**src/rtl/mem_access_ctrl_if.sv**
```systemverilog
// Data-memory request/response bus between the access controller and memory.
// Strobes are one-cycle pulses; mem_done completes an access, mem_busy blocks a new one.
interface mem_access_ctrl_if;
    logic [15:0] mem_addr;
    logic [15:0] mem_wdata;
    logic        mem_rd;
    logic        mem_wr;
    logic [15:0] mem_rdata;
    logic        mem_done;
    logic        mem_busy;

    modport master (
        output mem_addr, mem_wdata, mem_rd, mem_wr,
        input  mem_rdata, mem_done, mem_busy
    );

    modport slave (
        input  mem_addr, mem_wdata, mem_rd, mem_wr,
        output mem_rdata, mem_done, mem_busy
    );
endinterface

```
**src/rtl/mem_access_ctrl.sv**
```systemverilog
// Memory-stage access controller: issues one load/store, stalls the pipeline until done or watchdog expiry.
// Request strobes appear one cycle after acceptance; load data lands in MemOut_ff on the mem_done edge.
module mem_access_ctrl (
    input  logic                      clk,
    input  logic                      rst,
    input  logic [15:0]               ALU_Out,
    input  logic [15:0]               WrData,
    input  logic                      MemRead_2ff,
    input  logic                      MemWrt_2ff,
    input  logic                      nHaltSig,
    mem_access_ctrl_if.master         mem,
    output logic                      Stall,
    output logic [15:0]               MemOut_ff,
    output logic [15:0]               ALU_Out_ff,
    output logic                      err
);

    typedef enum logic [1:0] {
        IDLE  = 2'd0,
        ISSUE = 2'd1,
        WAIT  = 2'd2
    } state_t;

    state_t      state_q;
    logic [3:0]  wdog_q;
    logic        err_q;
    logic        mem_rd_q;
    logic        mem_wr_q;
    logic [15:0] mem_addr_q;
    logic [15:0] mem_wdata_q;
    logic        is_load_q;
    logic [15:0] mem_out_q;
    logic [15:0] alu_out_q;

    logic        one_strobe;
    logic        access_vld;
    logic        access_bad;
    logic        load_done;
    logic [15:0] mem_out_d;

    assign one_strobe = MemRead_2ff ^ MemWrt_2ff;
    assign access_vld = one_strobe & nHaltSig & ~ALU_Out[0];
    // Conflicting strobes or a misaligned address degrade to a non-memory op with err raised.
    assign access_bad = nHaltSig & ((MemRead_2ff & MemWrt_2ff) | (one_strobe & ALU_Out[0]));

    assign Stall = ((state_q == IDLE) & access_vld)
                 | (state_q == ISSUE)
                 | ((state_q == WAIT) & ~mem.mem_done);

    assign load_done = (state_q == WAIT) & mem.mem_done & is_load_q;
    assign mem_out_d = load_done ? mem.mem_rdata : 16'h0000;

    always_ff @(posedge clk) begin
        if (rst) begin
            state_q     <= IDLE;
            wdog_q      <= 4'd0;
            err_q       <= 1'b0;
            mem_rd_q    <= 1'b0;
            mem_wr_q    <= 1'b0;
            mem_addr_q  <= 16'h0000;
            mem_wdata_q <= 16'h0000;
            is_load_q   <= 1'b0;
            mem_out_q   <= 16'h0000;
            alu_out_q   <= 16'h0000;
        end else begin
            mem_rd_q <= 1'b0;
            mem_wr_q <= 1'b0;
            case (state_q)
                IDLE: begin
                    if (access_bad) begin
                        err_q <= 1'b1;
                    end
                    if (access_vld && !mem.mem_busy) begin
                        state_q     <= ISSUE;
                        mem_rd_q    <= MemRead_2ff;
                        mem_wr_q    <= MemWrt_2ff;
                        mem_addr_q  <= ALU_Out;
                        mem_wdata_q <= WrData;
                        is_load_q   <= MemRead_2ff;
                    end
                end
                ISSUE: begin
                    state_q <= WAIT;
                    wdog_q  <= 4'd0;
                end
                WAIT: begin
                    if (mem.mem_done) begin
                        state_q <= IDLE;
                    end else if (wdog_q == 4'd15) begin
                        err_q   <= 1'b1;
                        state_q <= IDLE;
                    end else begin
                        wdog_q <= wdog_q + 4'd1;
                    end
                end
                default: state_q <= IDLE;
            endcase
            if (!Stall) begin
                alu_out_q <= ALU_Out;
                mem_out_q <= mem_out_d;
            end
        end
    end

    assign mem.mem_rd    = mem_rd_q;
    assign mem.mem_wr    = mem_wr_q;
    assign mem.mem_addr  = mem_addr_q;
    assign mem.mem_wdata = mem_wdata_q;
    assign MemOut_ff     = mem_out_q;
    assign ALU_Out_ff    = alu_out_q;
    assign err           = err_q;

endmodule

```
**src/flat_wrapper.sv**
```systemverilog
// flat-port wrapper written by rule: the top's interface ports become plain ports
module mem_access_ctrl_flat 
  (clk, rst, ALU_Out, WrData, MemRead_2ff, MemWrt_2ff, nHaltSig, Stall, MemOut_ff, ALU_Out_ff, err, mem_mem_addr, mem_mem_wdata, mem_mem_rd, mem_mem_wr, mem_mem_rdata, mem_mem_done, mem_mem_busy);
  mem_access_ctrl_if mem_i ();
  input  logic clk;
  input  logic rst;
  input  logic [15:0] ALU_Out;
  input  logic [15:0] WrData;
  input  logic MemRead_2ff;
  input  logic MemWrt_2ff;
  input  logic nHaltSig;
  output logic Stall;
  output logic [15:0] MemOut_ff;
  output logic [15:0] ALU_Out_ff;
  output logic err;
  output wire logic [$bits(mem_i.mem_addr)-1:0] mem_mem_addr;
  output wire logic [$bits(mem_i.mem_wdata)-1:0] mem_mem_wdata;
  output wire logic [$bits(mem_i.mem_rd)-1:0] mem_mem_rd;
  output wire logic [$bits(mem_i.mem_wr)-1:0] mem_mem_wr;
  input wire logic [$bits(mem_i.mem_rdata)-1:0] mem_mem_rdata;
  input wire logic [$bits(mem_i.mem_done)-1:0] mem_mem_done;
  input wire logic [$bits(mem_i.mem_busy)-1:0] mem_mem_busy;
  assign mem_mem_addr = mem_i.mem_addr;
  assign mem_mem_wdata = mem_i.mem_wdata;
  assign mem_mem_rd = mem_i.mem_rd;
  assign mem_mem_wr = mem_i.mem_wr;
  assign mem_i.mem_rdata = mem_mem_rdata;
  assign mem_i.mem_done = mem_mem_done;
  assign mem_i.mem_busy = mem_mem_busy;
  mem_access_ctrl u_core (.clk(clk), .rst(rst), .ALU_Out(ALU_Out), .WrData(WrData), .MemRead_2ff(MemRead_2ff), .MemWrt_2ff(MemWrt_2ff), .nHaltSig(nHaltSig), .mem(mem_i), .Stall(Stall), .MemOut_ff(MemOut_ff), .ALU_Out_ff(ALU_Out_ff), .err(err));
endmodule
```
**config.mk**
```make
export PLATFORM = sky130hd
export DESIGN_NAME = mem_access_ctrl_flat
export DESIGN_NICKNAME = d
export VERILOG_FILES = /design/src/rtl/mem_access_ctrl_if.sv /design/src/rtl/mem_access_ctrl.sv /design/src/flat_wrapper.sv
export SDC_FILE = /design/constraint.sdc
export NUM_CORES = 1
export LEC_CHECK = 0
export ABC_AREA = 1
export BUFFER_PORTS_ARGS = -buffer_cell sky130_fd_sc_hd__buf_2
export CORE_MARGIN = 10
export CORE_UTILIZATION = 43
export CTS_CLUSTER_DIAMETER = 200
export DETAILED_ROUTE_END_ITERATION = 7
export PLACE_DENSITY_LB_ADDON = 0.08
export SYNTH_ARGS = -nofsm -noshare
export SYNTH_HDL_FRONTEND = slang
export SYNTH_SLANG_ARGS = --single-unit
```
**constraint.sdc**
```tcl
create_clock -name clk -period 1.4 [get_ports clk]
set_clock_uncertainty 0.1 [all_clocks]
set_input_delay 0.28 -clock clk [delete_from_list [all_inputs] [get_ports clk]]
set_output_delay 0.28 -clock clk [all_outputs]
set_load 0.03 [all_outputs]
```
* After elaboration in Yosys (flattened, before gate mapping)
Cells that the tools add are included. Widths: inputs -> output; s select.
Storage, ports and cells: bits in registers 74, input bits 55
Cells by class: $add $sub $neg 1, equality and inequality tests 9, multiplexer cells 12, bitwise logic cells 17, reduce and logical (&&, ||, !) cells 10
Operators with widths (count):
- $mux 16 | 1
- $and 1x1->1 | 9
- $mux 4 | 2
- $ne 2x2->1 const B | 4
- $pmux 4 s2 | 1
- $mux 2 | 3
- $pmux 2 s3 | 1
- $add 4x1->4 const B | 1
- $eq 4x4->1 const B | 1
- $not 1->1 | 4
- $reduce_and 2->1 | 2
- $reduce_and 4->1 | 1
- $reduce_bool 2->1 | 2
- $mux 1 | 3
- $ne 3x3->1 const B | 1
- $or 1x1->1 | 3
- $reduce_and 3->1 | 1
- $reduce_or 3->1 | 1
- $eq 2x1->1 const B | 1
- $eq 2x2->1 const B | 1
- $logic_not 2->1 | 1
- $ne 2x1->1 const B | 1
- $pmux 1 s2 | 1
- $logic_and 1x1->1 | 1
- other kinds (2) | 2

* Logic depth before layout (Yosys ltp)
Gate-level depths: netlist of run 1.
depth after elaboration 6, depth in mapped cells 10, depth with buffers taken out 8

* Worst setup path after synthesis of run 1
No wires, ideal clock.
kind in2out, from input MemRead_2ff, to output Stall, arrival time 1.283 ns, path slack -0.263 ns, cell stages on the path 7, buffers on the path 2, path through ha_1 -> nand3_1 -> nor2_1 -> nor2_2 -> buf_6 -> buf_4 -> inv_1
Between the ends: longest elaborated chain between the ends 6
Ends and longest elaborated chain:
- from (decl) | line flat_wrapper.sv:9 | input logic MemRead_2ff;
- $xor 1x1->1 | line mem_access_ctrl.sv:41 | assign one_strobe = MemRead_2ff ^ MemWrt_2ff;
- $and 1x1->1 (2 in a row) | line mem_access_ctrl.sv:42 | assign access_vld = one_strobe & nHaltSig & ~ALU_Out[0];
- $and 1x1->1 | line mem_access_ctrl.sv:46 | assign Stall = ((state_q == IDLE) & access_vld)
- $or 1x1->1 | line mem_access_ctrl.sv:47 | | (state_q == ISSUE)
- $or 1x1->1 | line mem_access_ctrl.sv:48 | | ((state_q == WAIT) & ~mem.mem_done);
- to (decl) | line flat_wrapper.sv:12 | output logic Stall;
Every way passes these cells.

* Final worst setup path of run 1
from register u_core.state_q[1], to output Stall
Between the ends: longest elaborated chain between the ends 4
Ends and longest elaborated chain:
- from (decl) | line mem_access_ctrl.sv:24 | state_t state_q;
- from (signal assigned) | line mem_access_ctrl.sv:55 | state_q <= IDLE;
- from (signal assigned) | line mem_access_ctrl.sv:74 | state_q <= ISSUE;
- from (signal assigned) | line mem_access_ctrl.sv:83 | state_q <= WAIT;
- $logic_not 2->1 | line mem_access_ctrl.sv:46
- $and 1x1->1 | line mem_access_ctrl.sv:46
- $or 1x1->1 | line mem_access_ctrl.sv:47
- $or 1x1->1 (*) | line mem_access_ctrl.sv:48
Every way passes the cells marked *; elsewhere a longest branch is shown, timed or not.

==> results of run 1 <==
## metal layers
layer | vias to the layer above | global-route usage (%) | routed length [um]
met1 | 1307 | 18.74 | 3806
met5 | - | 0 | 0
met4 | 0 | 6.725 | 70
met3 | 6 | 6.343 | 756
li1 | 1529 | - | -
met2 | 84 | 25.83 | 4387
## through the flow
step | hold slack [ns] | utilization (%)
final | 0.06836 | 66.18
after global routing | 0.05663 | 66.18
after detailed placement | 0.3496 | 57.19
after CTS | 0.05980 | 62.09
after global placement | 0.3449 | 57.19
after floorplan | 0.2922 | -
## registers in the layout (all words and copies together) (netlist names)
| name | cells |
|---|---|
| u_core.mem.mem_rd | 1 |
| u_core.wdog_q | 4 |
| u_core.MemOut_ff | 16 |
| u_core.mem.mem_wdata | 16 |
| u_core.state_q | 2 |
| u_core.mem.mem_wr | 1 |
| u_core.ALU_Out_ff | 16 |
| u_core.is_load_q | 1 |
| u_core.mem.mem_addr | 16 |
| u_core.err | 1 |
## area by class of cell
cell class / instances / area (um^2)
Clock buffer: 11 / 151.4
Clock inverter: 5 / 85.08
Fill cell: 588 / 2185
Inverter: 30 / 118.9
Multi-Input combinational cell: 289 / 1373
Sequential cell: 74 / 1489
Tap cell: 77 / 96.34
Timing Repair Buffer: 146 / 960.9
## cell usage after synthesis (all sizes together)
library cell / instances / area share (%)
o21ai: 3 / 0.52
a21oi: 38 / 6.6
dfxtp: 74 / 51
clkbuf: 6 / 0.78
nand4: 1 / 0.22
nor2: 78 / 10
xnor2: 1 / 0.30
buf: 15 / 3.5
inv: 30 / 3.9
nand3: 7 / 1.2
nand2: 159 / 21
ha: 2 / 0.86
## repair_timing
| item | 4_1_cts | 5_1_grt |
|---|---|---|
| gates resized for setup | 6 | 63 |
| gates cloned | 2 | 4 |
| pin swaps | 1 | 14 |
| setup endpoints to repair | 34 | 62 |
| setup buffers | 1 | 2 |
## power breakdown
group / total, uW / switching (uW) / internal (uW)
Sequential: 2240 / 48.6 / 2190
Combinational: 825 / 508 / 317
Clock: 1930 / 818 / 1110
Total: 4990 / 1370 / 3620
## worst min-delay path by stage
stage | end | slack (ns) | depth (start not counted)
floorplan | u_core.mem.mem_wr | 0.29 | 2
global placement | u_core.mem.mem_addr[0] | 0.34 | 2
detailed placement | u_core.mem.mem_addr[0] | 0.35 | 2
CTS | u_core.mem.mem_wdata[13] | 0.06 | 3
global route | u_core.mem.mem_wdata[1] | 0.06 | 3
finish | u_core.mem.mem_wdata[10] | 0.07 | 3
## worst register-to-register path, cell delays in order (launching register included)
cell and delay, ns:
dfxtp_4 0.38, nor2_4 0.14, inv_2 0.06, nor2_4 0.09, nor2_4 0.05, buf_4 0.14, buf_12 0.14, clkbuf_16 0.17
nand2_2 0.05, nand2_1 0.04, nor2_1 0.10
## kinds of logic after synthesis
kind of cell / synth area share (%)
and+or+nand+nor: 32.43
adders and majority gates: 0.8645
buffers and inverters: 8.128
AOI/OAI and AO/OA: 7.090
DFF: 51.19
xor gates and xnor gates: 0.3027
==> reports/metrics.csv, run 1 <==
stage;metric;value;unit
synth;Syn. warnings;0;
critical_path;crit path DAT;1.32;ns
layout;post-route cell area;4274;um^2
place;post-place setup slack;-0.2606;ns
cts;CTS root buffer;clkbuf_8;
timing;relative slew slack;84.87;%
layout;nets@finish;607;
drt;Remaining DRCs;0;
hold_path;hold crit path type;in -> reg;
global_route;initial antenna violation count;0;
place;post-DP HPWL;6.131;mm
floorplanning;cell row count;29;
layout;most frequent cells in the layout;130 x nand2_1, 121 x buf_2, 72 x dfxtp_1, 55 x nor2_1, 38 x a21oi_1;
cts;clock latency on the worst-skew pair;0.34;ns
status;status;finished with violations;
pwr;Leakage;0.002227;uW
drt;wire per inst;14.27;um
timing;final hold violations;0;
critical_path;Top Family by Delay on Critical Path;flip-flops;
timing;RSZ-0062 raised after global routing;true;
critical_path;Critical Path Stages;7;
critical_path;R2R depth;10;
cts;clock sinks;74;
cts;CTS Hold Bufs;0;
synth;post-synthesis sequential area ratio;51.19;%
global_route;first-pass GRT wire length;13.18;mm
critical_path;start point of the critical path;u_core.state_q[1];
critical_path;reg2reg start;u_core.state_q[0];
floorplanning;Initial Utilization;44.81;%
layout;layout cells sized above 1;40.36;%
global_route;Overflow after GRT;0;
global_route;vias in the first global route;2686;
drt;detailed-route wire length;9.021;mm
critical_path;reg2reg setup slack;-0.13;ns
pwr;Pwr Total;4991;uW
place;Final GP Congestion;0.7845;
critical_path;FF-to-FF End;u_core.ALU_Out_ff[3];
floorplanning;Core Area;6459;um^2
synth;Post-Syn Instances;414;
critical_path;critical path, cell by cell;inv_4 > nor2_4 > nand2_2 > nand2_2 > nor2_4 > clkinvlp_4 > buf_6;
synth;#FFs+latches synth;74;
critical_path;Worst Setup EP;Stall;
synth;syn nets;471;
synth;Syn Area/Cell;6.990;um^2
timing;fmax;588.0;MHz
synth;Post-Syn Area;2894;um^2
status;failing checks;setup timing;
drt;DR pass1 iterations;4;
timing;Final min period;1.701;ns
pwr;worst vdd ir;0.0007369;V
critical_path;Worst Setup End Kind;output pin;
global_route;total track usage;16.08;%
drt;ANT nets after route;0;
critical_path;worst path bufs/invs;3;
timing;final max-slew violation count;0;
pwr;PD cells;1168;nW/um^2
flow_run;MaxCap Viol Count;0;
critical_path;crit path launch type;flop;
cts;clock buffer count from CTS;9;
floorplanning;full die area;10410;um^2
critical_path;CP required;1.02;ns
critical_path;max incr delay on CP;0.37;ns
critical_path;CP max FO;3;
timing;Worst Tran Pin Value;0.2266;ns
floorplanning;overall die height;102.0;um
critical_path;CP max stage cell;dfxtp_4;
cts;CTS clk-pin slew, worst paths;0.08;ns
drt;DRT iter0 DRCs;80;
synth;Synth cell types;17;
place;placed cell count;608;
critical_path;CP Class;reg -> out;
hold_path;hold path startpoint;WrData[10];
layout;P&R area growth vs syn;47.69;%
timing;final setup violation count;34;
place;PortBufs;122;
place;placed cell areas;3694;um^2
cts;CTS tree;built;
timing;setup TNS;-3.495;ns
timing;setup ws final;-0.3006;ns
drt;via-per-instance ratio;4.630;
layout;fin cells;632;
global_route;largest net degree at the start of global routing;36;
cts;CTS max path bufs;2;
drt;routed vias;2926;
cts;H-tree depth;3;
timing;period utilisation layout;121.5;%
floorplanning;I/O Pins;123;
layout;commonest non-fill, non-tap cell in the layout;nand2_1;
floorplanning;die width;102.0;um
layout;diodes inserted;0;
(Power assumes the default switching activity.)
==> run 2: changes to the inputs <==
--- a/config.mk
+++ b/config.mk
@@ -7,6 +7,7 @@
 export LEC_CHECK = 0
 export ABC_AREA = 1
 export BUFFER_PORTS_ARGS = -buffer_cell sky130_fd_sc_hd__buf_2
+export CORE_ASPECT_RATIO = 1.2
 export CORE_MARGIN = 10
 export CORE_UTILIZATION = 43
 export CTS_CLUSTER_DIAMETER = 200
==> reports/metrics.csv, run 2 (same netlist as run 1, synthesis figures left out) <==
stage;metric;value;unit;change
place;Final GP Congestion;0.7447;;-5.1%
global_route;grt met2 use;28.00;%;+2.2 points
global_route;first-pass GRT wire length;13.76;mm;+4.4%
timing;Worst Tran Pin Value;0.2081;ns;-0.01848 ns
timing;Final min period;1.683;ns;-0.01749 ns
timing;final setup violation count;33;;-2.9%
global_route;total track usage;16.52;%;+0.44 points
pwr;worst vdd ir;0.0007631;V;+3.6%
timing;setup ws final;-0.2831;ns;+0.01749 ns
layout;nets@finish;620;;+2.1%
critical_path;CP max FO;3;;unchanged
place;post-DP HPWL;6.042;mm;-1.5%
cts;CTS clk-pin slew, worst paths;0.07;ns;about the same
drt;detailed-route wire length;9.061;mm;+0.44%
layout;post-route cell area;4478;um^2;+4.8%
flow_run;MaxCap Viol Count;0;;unchanged
cts;CTS max path bufs;2;;unchanged
cts;clock latency on the worst-skew pair;0.33;ns;about the same
critical_path;Worst Setup End Kind;output pin;;
layout;commonest non-fill, non-tap cell in the layout;nand2_1;;
floorplanning;cell row count;32;;+10%
floorplanning;I/O Pins;123;;unchanged
layout;layout cells sized above 1;43.03;%;+2.7 points
timing;fmax;594.1;MHz;+1.0%
timing;relative slew slack;86.13;%;+1.3 points
global_route;routing usage on met1;18.21;%;-0.53 points
global_route;largest net degree at the start of global routing;24;;-33%
global_route;initial antenna violation count;0;;unchanged
floorplanning;overall die height;109.9;um;+7.7%
timing;setup TNS;-5.970;ns;-2.475 ns
pwr;Leakage;0.002307;uW;+3.6%
layout;diodes inserted;0;;unchanged
place;placed cell areas;3736;um^2;+1.2%
floorplanning;die width;94.89;um;-7.0%
global_route;met3 Use GR;7.640;%;+1.3 points
layout;most frequent cells in the layout;122 x nand2_1, 121 x buf_2, 72 x dfxtp_1, 56 x nor2_1, 37 x a21oi_1;;
cts;H-tree depth;3;;unchanged
floorplanning;full die area;10430;um^2;+0.13%
timing;final max-slew violation count;0;;unchanged
drt;via-per-instance ratio;4.638;;+0.18%
drt;wire per inst;13.90;um;-2.6%
layout;P&R area growth vs syn;54.73;%;
drt;DR pass1 iterations;4;;unchanged
place;PortBufs;122;;unchanged
timing;worst hold slack;0.08255;ns;+0.01419 ns
critical_path;crit path launch type;flop;;
cts;CTS root buffer;clkbuf_8;;
status;status;finished with violations;;
global_route;Overflow after GRT;0;;unchanged
cts;clock buffer count from CTS;9;;unchanged
timing;final hold violations;0;;unchanged
drt;Remaining DRCs;0;;unchanged
critical_path;CP Class;reg -> out;;
hold_path;hold crit path type;in -> reg;;
critical_path;reg2reg setup slack;-0.20;ns;-0.07 ns
critical_path;crit path DAT;1.30;ns;-0.02 ns
global_route;GRT busiest layer;met2;;
cts;CTS tree;built;;
cts;clock sinks;74;;unchanged
status;failing checks;setup timing;;
timing;period utilisation layout;120.2;%;-1.2 points
timing;RSZ-0062 raised after global routing;true;;
critical_path;CP required;1.02;ns;about the same
floorplanning;Core Area;6486;um^2;+0.43%
floorplanning;Initial Utilization;44.62;%;-0.19 points
drt;DRT iter0 DRCs;105;;+31%
global_route;vias in the first global route;2973;;+11%
drt;ANT nets after route;0;;unchanged
drt;routed vias;3024;;+3.3%
pwr;PD cells;1004;nW/um^2;-14%
run 2: layout make-up:
type | count | area (um^2)
Timing Repair Buffer | 159 | 1169
Sequential cell | 74 | 1489
Fill cell | 604 | 2008
Clock buffer | 11 | 131.4
Multi-Input combinational cell | 289 | 1439
Tap cell | 85 | 106.4
Inverter | 30 | 123.9
Clock inverter | 4 | 20.02
run 2: worst paths after layout:
path                                          startpoint                       end  cells past startpoint
worst min-delay path                          WrData[14]  u_core.mem.mem_wdata[14]                      3
worst min register to register  u_core.mem.mem_wdata[14]  u_core.mem.mem_wdata[14]                      2
worst max register to register         u_core.state_q[1]      u_core.ALU_Out_ff[8]                     12
worst max-delay path                   u_core.state_q[1]                     Stall                      7
run 2: worst max-delay path, stage by stage (launching register included):
cell and delay [ns]:
dfxtp_4 0.37, inv_4 0.07, nor2_4 0.03, nand2_2 0.07, nand2_2 0.07, nor2_4 0.12, clkinvlp_4 0.10, buf_6 0.14
run 2: report_power, final:
group	switching (uW)	internal, uW
sequential	50.5	2190
combinational	529	381
clock	725	623
run 2: metrics by stage:
| step | util [%] | power, uW | worst slack (ns) | std cells |
|---|---|---|---|---|
| floorplan | - | 2713 | -0.1063 | 414 |
| global placement | 57.60 | 2950 | -0.2246 | 622 |
| detailed placement | 57.60 | 2962 | -0.2644 | 622 |
| CTS | 65.03 | 4461 | -0.2856 | 649 |
| global route | 69.04 | 4705 | -0.3758 | 652 |
| finish | 69.04 | 4497 | -0.2831 | 652 |
run 2: timing repair:
item	CTS	global route
setup buffers	7	2
endpoints found under the setup margin	20	62
cloned	5	3
pin swaps	6	16
hold buffers	0	0
resized for setup	46	58
run 2: layer usage:
| metal | share of wire (%) | vias to the layer above |
|---|---|---|
| met4 | 1.1 | 0 |
| met5 | 0 | - |
| met1 | 39 | 1355 |
| li1 | - | 1560 |
| met3 | 9.9 | 10 |
| met2 | 50 | 99 |
==> run 3: changes to the inputs <==
--- a/config.mk
+++ b/config.mk
@@ -9,7 +9,8 @@
 export BUFFER_PORTS_ARGS = -buffer_cell sky130_fd_sc_hd__buf_2
 export CORE_ASPECT_RATIO = 1.2
 export CORE_MARGIN = 10
-export CORE_UTILIZATION = 43
+export CORE_UTILIZATION = 44
+export CTS_BUF_LIST = sky130_fd_sc_hd__clkbuf_8
 export CTS_CLUSTER_DIAMETER = 200
 export DETAILED_ROUTE_END_ITERATION = 7
 export PLACE_DENSITY_LB_ADDON = 0.08
==> reports/metrics.csv, run 3 (same netlist as run 1, synthesis figures left out) <==
stage;metric;value;unit;change
status;status;finished with violations;;
status;failing checks;setup timing;;
layout;most frequent cells in the layout;152 x nand2_1, 121 x buf_2, 70 x dfxtp_1, 62 x nor2_1, 34 x a21oi_1;;
critical_path;CP Class;reg -> out;;
layout;commonest non-fill, non-tap cell in the layout;nand2_1;;
drt;DR pass1 iterations;4;;unchanged
timing;final setup violation count;33;;unchanged
cts;clock sinks;74;;unchanged
flow_run;MaxCap Viol Count;0;;unchanged
cts;CTS clk-pin slew, worst paths;0.08;ns;about the same
global_route;vias in the first global route;2899;;-2.5%
layout;nets@finish;623;;+0.48%
floorplanning;overall die height;108.8;um;-0.94%
place;Final GP Congestion;0.7811;;+4.9%
critical_path;crit path launch type;flop;;
floorplanning;cell row count;32;;unchanged
cts;CTS tree;built;;
global_route;Overflow after GRT;0;;unchanged
critical_path;CP required;1.02;ns;about the same
floorplanning;die width;94.04;um;-0.90%
critical_path;CP max FO;3;;unchanged
place;PortBufs;122;;unchanged
pwr;PD cells;1080;nW/um^2;+7.6%
global_route;total track usage;16.00;%;-0.52 points
timing;final hold violations;0;;unchanged
timing;Final min period;1.697;ns;+0.01429 ns
cts;CTS max path bufs;2;;unchanged
drt;routed vias;2967;;-1.9%
drt;detailed-route wire length;8.653;mm;-4.5%
layout;P&R area growth vs syn;55.34;%;
global_route;first-pass GRT wire length;13.32;mm;-3.2%
cts;clock latency on the worst-skew pair;0.33;ns;about the same
timing;relative slew slack;74.07;%;-12 points
critical_path;R2R depth;11;;-1
timing;RSZ-0062 raised after global routing;true;;
drt;Remaining DRCs;0;;unchanged
cts;H-tree depth;3;;unchanged
drt;wire per inst;13.19;um;-5.1%
timing;Worst Tran Pin Value;0.3889;ns;+0.1809 ns
hold_path;hold crit path type;in -> reg;;
drt;ANT nets after route;0;;unchanged
floorplanning;Initial Utilization;45.18;%;+0.56 points
cts;CTS root buffer;clkbuf_8;;
layout;layout cells sized above 1;38.35;%;-4.7 points
layout;final core utilization;70.18;%;+1.1 points
floorplanning;Core Area;6406;um^2;-1.2%
timing;fmax;589.1;MHz;-0.84%
hold_path;cell count of the worst hold path;3;;unchanged
layout;diodes inserted;0;;unchanged
cts;clock buffer count from CTS;9;;unchanged
global_route;initial antenna violation count;0;;unchanged
floorplanning;full die area;10230;um^2;-1.8%
global_route;largest net degree at the start of global routing;36;;+50%
critical_path;Worst Setup End Kind;output pin;;
timing;period utilisation layout;121.2;%;+1.0 points
floorplanning;I/O Pins;123;;unchanged
timing;setup ws final;-0.2974;ns;-0.01429 ns
drt;via-per-instance ratio;4.523;;-2.5%
critical_path;crit path DAT;1.32;ns;+0.02 ns
drt;DRT iter0 DRCs;132;;+26%
pwr;Pwr Total;4856;uW;+8.0%
timing;final max-slew violation count;0;;unchanged
pwr;Leakage;0.002390;uW;+3.6%
pwr;worst vdd ir;0.0009045;V;+19%
place;post-DP HPWL;5.959;mm;-1.4%
## run 3: cell count changes in the layout (fill, tap and decap cells not counted), sizes merged
cell    previous run  this run
clkinv             5         3
inv               28        31
bufinv             0         2
clkbuf            14        10
buf              156       158
bufbuf             0         3
## run 3: repair_timing
action                                 CTS  global route
pin swaps                                8             8
hold buffers                             0             0
gates cloned                             7             1
buffers inserted                         6             3
resized for setup                       36            28
endpoints found under the hold margin    0             0
setup endpoints to repair               33            66
## run 3: cell type report
cell class,count,area [um^2]
fill,554,1911
sequential,74,1494
multi-input combinational,289,1329
timing repair buffer,162,1235
clock buffer,9,123.9
inverter,30,121.4
tap,85,106.4
clock inverter,7,86.33
## run 3: worst paths after layout
kind | start | end | slack (ns)
max | u_core.state_q[1] | Stall | -0.30
min | WrData[12] | u_core.mem.mem_wdata[12] | 0.09
max reg2reg | u_core.state_q[1] | u_core.ALU_Out_ff[6] | -0.25
min reg2reg | u_core.mem.mem_addr[0] | u_core.mem.mem_addr[0] | 0.36
## run 3: metal layers
layer | vias to the layer above | global-route usage [%] | share of wire (%)
li1 | 1564 | - | -
met2 | 78 | 27.30 | 50
met5 | - | 0 | 0
met1 | 1321 | 17.39 | 39
met4 | 0 | 4.891 | 0.59
met3 | 4 | 7.221 | 9.7
## run 3: power breakdown
part           switching [uW]  internal (uW)  total, uW  leakage (uW)
Combinational             491            389        880       0.00167
Clock                     751            988       1740      0.000116
Sequential               48.6           2190       2240      0.000606
Total                    1290           3570       4860       0.00239
## run 3: critical path: stages, from the launching register on
cell and delay (ns):
dfxtp_4 0.37, inv_4 0.08, nor2_4 0.04, nand2_2 0.07, nand2_2 0.07, nor2_4 0.14, clkinvlp_4 0.09, buf_6 0.14
## run 3: metrics by stage
step | std cells | setup TNS, ns | hold slack, ns | setup WS [ns] | instance area, um^2
2_1_floorplan | 414 | -0.1063 | 0.2922 | -0.1063 | 2925
3_3_place_gp | 624 | -10.85 | 0.3399 | -0.1909 | 3776
3_5_place_dp | 624 | -12.01 | 0.3470 | -0.2161 | 3776
4_1_cts | 653 | -4.962 | 0.06971 | -0.2782 | 4344
5_1_grt | 656 | -9.273 | 0.08363 | -0.3614 | 4496
6_report | 656 | -6.563 | 0.08633 | -0.2974 | 4496
